<file path="src/rtl/apb_pkg.sv">
// Shared APB requester types: FSM state encoding and default bus widths.
package apb_pkg;

    localparam int unsigned APB_ADDR_W = 8;
    localparam int unsigned APB_DATA_W = 8;

    typedef enum logic [1:0] {
        IDLE   = 2'd0,
        SETUP  = 2'd1,
        ACCESS = 2'd2,
        RESP   = 2'd3
    } apb_state_e;

endpackage

</file>
<file path="src/rtl/apb_timeout_counter.sv">
// ACCESS-phase wait counter; expired flags the last permitted ACCESS cycle.
module apb_timeout_counter #(
    parameter int unsigned LIMIT = 16
) (
    input  logic clk,
    input  logic rst,
    input  logic clear,
    input  logic enable,
    output logic expired
);

    logic [7:0] count;

    // Saturates at LIMIT-1 so a stale count can never wrap between transfers.
    always_ff @(posedge clk or posedge rst) begin
        if (rst) begin
            count <= '0;
        end else if (clear) begin
            count <= '0;
        end else if (enable && !expired) begin
            count <= count + 8'd1;
        end
    end

    assign expired = (count == 8'(LIMIT - 1));

endmodule

</file>
<file path="src/rtl/apb_requester.sv">
// Single-outstanding APB requester: command in, one SETUP/ACCESS transfer, held response out.
module apb_requester
    import apb_pkg::*;
#(
    parameter int unsigned ADDR_W  = APB_ADDR_W,
    parameter int unsigned DATA_W  = APB_DATA_W,
    parameter int unsigned TIMEOUT = 16
) (
    input  logic              pclk,
    input  logic              preset,
    input  logic              cmd_valid,
    output logic              cmd_ready,
    input  logic              cmd_write,
    input  logic [ADDR_W-1:0] cmd_addr,
    input  logic [DATA_W-1:0] cmd_wdata,
    output logic              psel,
    output logic              penable,
    output logic              pwrite,
    output logic [ADDR_W-1:0] paddr,
    output logic [DATA_W-1:0] pwdata,
    input  logic              pready,
    input  logic              pslverr,
    input  logic [DATA_W-1:0] prdata,
    output logic              rsp_valid,
    input  logic              rsp_ready,
    output logic [DATA_W-1:0] rsp_rdata,
    output logic              rsp_err,
    output logic              rsp_timeout
);

    apb_state_e state;
    apb_state_e state_next;
    logic       wait_clear;
    logic       wait_enable;
    logic       timed_out;

    assign cmd_ready   = (state == IDLE);
    assign wait_clear  = (state == SETUP);
    assign wait_enable = (state == ACCESS) && !pready;

    apb_timeout_counter #(
        .LIMIT(TIMEOUT)
    ) u_wait (
        .clk    (pclk),
        .rst    (preset),
        .clear  (wait_clear),
        .enable (wait_enable),
        .expired(timed_out)
    );

    always_ff @(posedge pclk or posedge preset) begin
        if (preset) begin
            state <= IDLE;
        end else begin
            state <= state_next;
        end
    end

    always_comb begin
        state_next = state;
        case (state)
            IDLE:    if (cmd_valid) state_next = SETUP;
            SETUP:   state_next = ACCESS;
            ACCESS:  if (pready || timed_out) state_next = RESP;
            RESP:    if (rsp_ready) state_next = IDLE;
            default: state_next = IDLE;
        endcase
    end

    // pready is tested before timed_out so a late completion beats the timeout.
    always_ff @(posedge pclk or posedge preset) begin
        if (preset) begin
            psel        <= 1'b0;
            penable     <= 1'b0;
            pwrite      <= 1'b0;
            paddr       <= '0;
            pwdata      <= '0;
            rsp_valid   <= 1'b0;
            rsp_rdata   <= '0;
            rsp_err     <= 1'b0;
            rsp_timeout <= 1'b0;
        end else begin
            case (state)
                IDLE: begin
                    if (cmd_valid) begin
                        paddr   <= cmd_addr;
                        pwrite  <= cmd_write;
                        pwdata  <= cmd_wdata;
                        psel    <= 1'b1;
                        penable <= 1'b0;
                    end
                end
                SETUP: begin
                    penable <= 1'b1;
                end
                ACCESS: begin
                    if (pready) begin
                        psel        <= 1'b0;
                        penable     <= 1'b0;
                        rsp_valid   <= 1'b1;
                        rsp_rdata   <= pwrite ? '0 : prdata;
                        rsp_err     <= pslverr;
                        rsp_timeout <= 1'b0;
                    end else if (timed_out) begin
                        psel        <= 1'b0;
                        penable     <= 1'b0;
                        rsp_valid   <= 1'b1;
                        rsp_rdata   <= '0;
                        rsp_err     <= 1'b1;
                        rsp_timeout <= 1'b1;
                    end
                end
                RESP: begin
                    if (rsp_ready) rsp_valid <= 1'b0;
                end
                default: begin
                    psel    <= 1'b0;
                    penable <= 1'b0;
                end
            endcase
        end
    end

endmodule

</file>
<file path="config.mk">
export PLATFORM = sky130hd
export DESIGN_NAME = apb_requester
export DESIGN_NICKNAME = d
export VERILOG_FILES = /design/src/rtl/apb_pkg.sv /design/src/rtl/apb_timeout_counter.sv /design/src/rtl/apb_requester.sv
export SDC_FILE = /design/constraint.sdc
export NUM_CORES = 1
export LEC_CHECK = 0
export ABC_AREA = 1
export CAP_MARGIN = 20
export CORE_MARGIN = 1.5
export CORE_UTILIZATION = 40
export CTS_BUF_LIST = sky130_fd_sc_hd__clkbuf_2
export CTS_CLUSTER_DIAMETER = 50
export DETAILED_ROUTE_END_ITERATION = 10
export GPL_ROUTABILITY_DRIVEN = 0
export PLACE_DENSITY = 0.83
export SLEW_MARGIN = 20
export SYNTH_ARGS = -nofsm -noshare
export SYNTH_HDL_FRONTEND = slang
export SYNTH_SLANG_ARGS = --single-unit
</file>
<file path="constraint.sdc">
create_clock -name pclk -period 2 [get_ports pclk]
set_input_delay 0.4 -clock pclk [delete_from_list [all_inputs] [get_ports pclk]]
set_output_delay 0.4 -clock pclk [all_outputs]
set_load 0.01 [all_outputs]
</file>
==> flow_summary.toml <==
[outcome]
run_status = "complete, no violations"

[cells_and_area]
area_delta_synth_final_pct = 40.9
seq_area_um2 = 1000
finish.net_count = 303
fin_cells = 321
antenna_cells = 0
nFillCells = 418
final_area_um2 = 2710
multi_input_area_um2 = 855
drive_gt1_share_pct = 15.4

[routing]
vias = 1599
routed_wl_um = 4260
detail-route-antenna-nets = 0
drc = 0
drtIter0Drc = 97
drtPass1Iterations = 4
routed_via_density = 4.98
wire_per_inst_um = 13.3

[grt]
grt_max_degree = 35
overflow = 0
grt_use_total_pct = 17.2
antenna_found_initial = 0
grt_pass1_wl_um = 7060
grt_pass1_vias = 1618

[synth]
synth.cell_area_um2 = 1920
synth.largest_area_cell = "dfrtp_1"
syn_inst = 195
syn_nets = 232
synth_top_area_share_pct = 52.0
synth.distinct_cells = 24
ys_seq_area_share_pct = 52.0
synthTopCellsByArea = "dfrtp_1 52%, nand2_1 11%, mux2_2 9.4%, nand4_1 4.9%, ha_1 3.9%"
yosys_warnings = 0
synth-seq-cells = 40
synth.avg_cell_area_um2 = 9.87

[worst_setup_path]
cpPeakStageDelay_ps = 420
ff2ff_path_depth = 7
cp_slowest_cell = "dfrtp_1"
rr_endpoint = "state[1]"
r2r_slack_ps = 500
startpoint = "state[0]"
crit_chain = "inv_1 -> ha_1 -> dlygate4sd2_1"
path_max_fanout = 3
r2r-start = "state[1]"
crit_required_ps = 1600
critPathCaptureType = "primary output"
path_class = "reg -> out"
cp-start-kind = "register"
critical_path_arrival_ps = 1390

[timing]
tns_ps = 0
finalHoldViolCount = 0
finalClockSkew_ps = 23.4
worst_slew_pin_slew_ps = 319
slew_headroom_pct = 78.7
whs_ps = 220
rsz0062_at_grt = "false"
fmax_mhz = 558
fin_crit_ps = 1790
slew_violations = 0
setup_viol = 0
fin_crit_sh_pct = 89.6

[worst_hold_path]
min_path_type = "in -> async"

[floorplanning]
initial_core_util_pct = 41.0
io_pins = 62
num_rows = 25
die_width_um = 72.4
design.core.area_um2 = 4690
die_y_um = 72.4
dieArea_um2 = 5240

[placed_design]
placed_area_um2 = 2630
dp_cells = 311
port-buffer-count = 61
dp_hpwl_um = 3120

[clocking]
cts-hold-fix-buffers = 0
cts_buffer_depth = 2
cts_tree = "yes"
cts.clk_slew.worst_paths_ps = 190
numCtsBuffers = 5
clock_sinks = 40
clock_latency_ps = 420
cts-htree-levels = 2
clockRootBuffer = "clkbuf_2"

[power_and_ir_drop]
total_leakage_power_nw = 1.27
powerDensity_nw_per_um2 = 1350
worst_ir_drop_vdd_uv = 858
power_mw = 3.65

[job]
drv_cap = 0
## synthesized netlist by cell type
cell,count
buf_2,1
o21bai_1,2
nand3_4,1
clkinv_1,1
o21ai_4,1
nor2_8,2
clkbuf_1,2
or2_1,1
nand3_1,10
inv_1,14
nand2_2,3
nand2_1,58
a21oi_1,2
o21bai_4,1
o21ai_1,2
or2_2,1
nor2_4,1
mux2_2,16
xor2_1,1
nand3_2,1
nand4_1,15
nor2_1,13
ha_1,6
dfrtp_1,40
## metrics by stage
stage	setup slack, ps	util (%)
after floorplan	344	-
after global placement	367	56.1
after detailed placement	322	56.1
after CTS	189	57.8
after global routing	107	57.8
final	208	57.8
## how the worst max path moves through the flow
stage,end,cells after the start
after floorplan,paddr[1],5
after global placement,cmd_ready,3
after detailed placement,pwdata[6],4
after CTS,cmd_ready,3
after global routing,cmd_ready,3
final,cmd_ready,3
## report_power, final
group	total (mW)	leakage (nW)	switching (mW)	internal, mW
clock network	0.481	0.0430	0.266	0.215
logic	1.85	0.727	0.854	0.995
registers	1.32	0.503	0.185	1.14
total	3.65	1.27	1.31	2.35
## routing by layer
metal / track usage (%) / share of wire, % / up-vias / routed length, µm
met5: 0 / 0 / - / 0
met4: 5.66 / 1.3 / 0 / 57
met3: 4.86 / 4.5 / 7 / 193
met2: 29.9 / 51 / 39 / 2190
met1: 20.5 / 43 / 765 / 1820
li1: - / - / 788 / -
## kinds of logic after synthesis
group,count (synthesis),synth area share (%)
multiplexers,16,9.36
adder cells (fa/ha/maj),6,3.90
buffers and inverters,18,3.58
AO/OA/AOI/OAI,8,3.64
flip-flops,40,52.0
AND/OR/NAND/NOR,106,27.0
XOR/XNOR,1,0.455
## cell type report
cell class                      count  area share (%)
Sequential cell                    40            36.9
Multi-Input combinational cell    137            31.5
Timing Repair Buffer               67            24.6
Tap cell                           54            2.49
Inverter                           15            2.08
Clock inverter                      2            1.29
Clock buffer                        6            1.11
## critical path: cells and delay by family (launching register included)
kind,cells,cell delay [ps]
buffers and inverters,2,360
flip-flops,1,420
adder cells (fa/ha/maj),1,210
## timing repair
| item | 4_1_cts | 5_1_grt |
|---|---|---|
| setup endpoints to repair | 1 | 0 |
| hold endpoints to repair | 0 | 0 |
| buffers inserted | 2 | 0 |
| gates resized for setup | 1 | 0 |
## registers in the layout (all words and copies together), names as in the netlist
| register | count |
|---|---|
| paddr | 8 |
| pwdata | 8 |
| rsp_rdata | 8 |
| u_wait.count | 8 |
| state | 2 |
| penable | 1 |
| psel | 1 |
| pwrite | 1 |
| rsp_err | 1 |
| rsp_timeout | 1 |
| rsp_valid | 1 |
## cell usage in the layout (no fill, tap or decap), drive strengths merged
| cell | netlist | final |
|---|---|---|
| bufinv | 0 | 1 |
| nand2 | 61 | 61 |
| clkdlybuf4s50 | 0 | 60 |
| buf | 1 | 6 |
| a21oi | 2 | 2 |
| dlygate4sd2 | 0 | 1 |
| xor2 | 1 | 1 |
| mux2 | 16 | 16 |
| ha | 6 | 6 |
| o21bai | 3 | 3 |
| nand3 | 12 | 12 |
| o21ai | 3 | 3 |
| inv | 14 | 14 |
| clkinv | 1 | 2 |
| or2 | 2 | 2 |
| clkbuf | 2 | 6 |
| nand4 | 15 | 15 |
| dfrtp | 40 | 40 |
| nor2 | 16 | 16 |
Power figures use the tool's default switching activity.
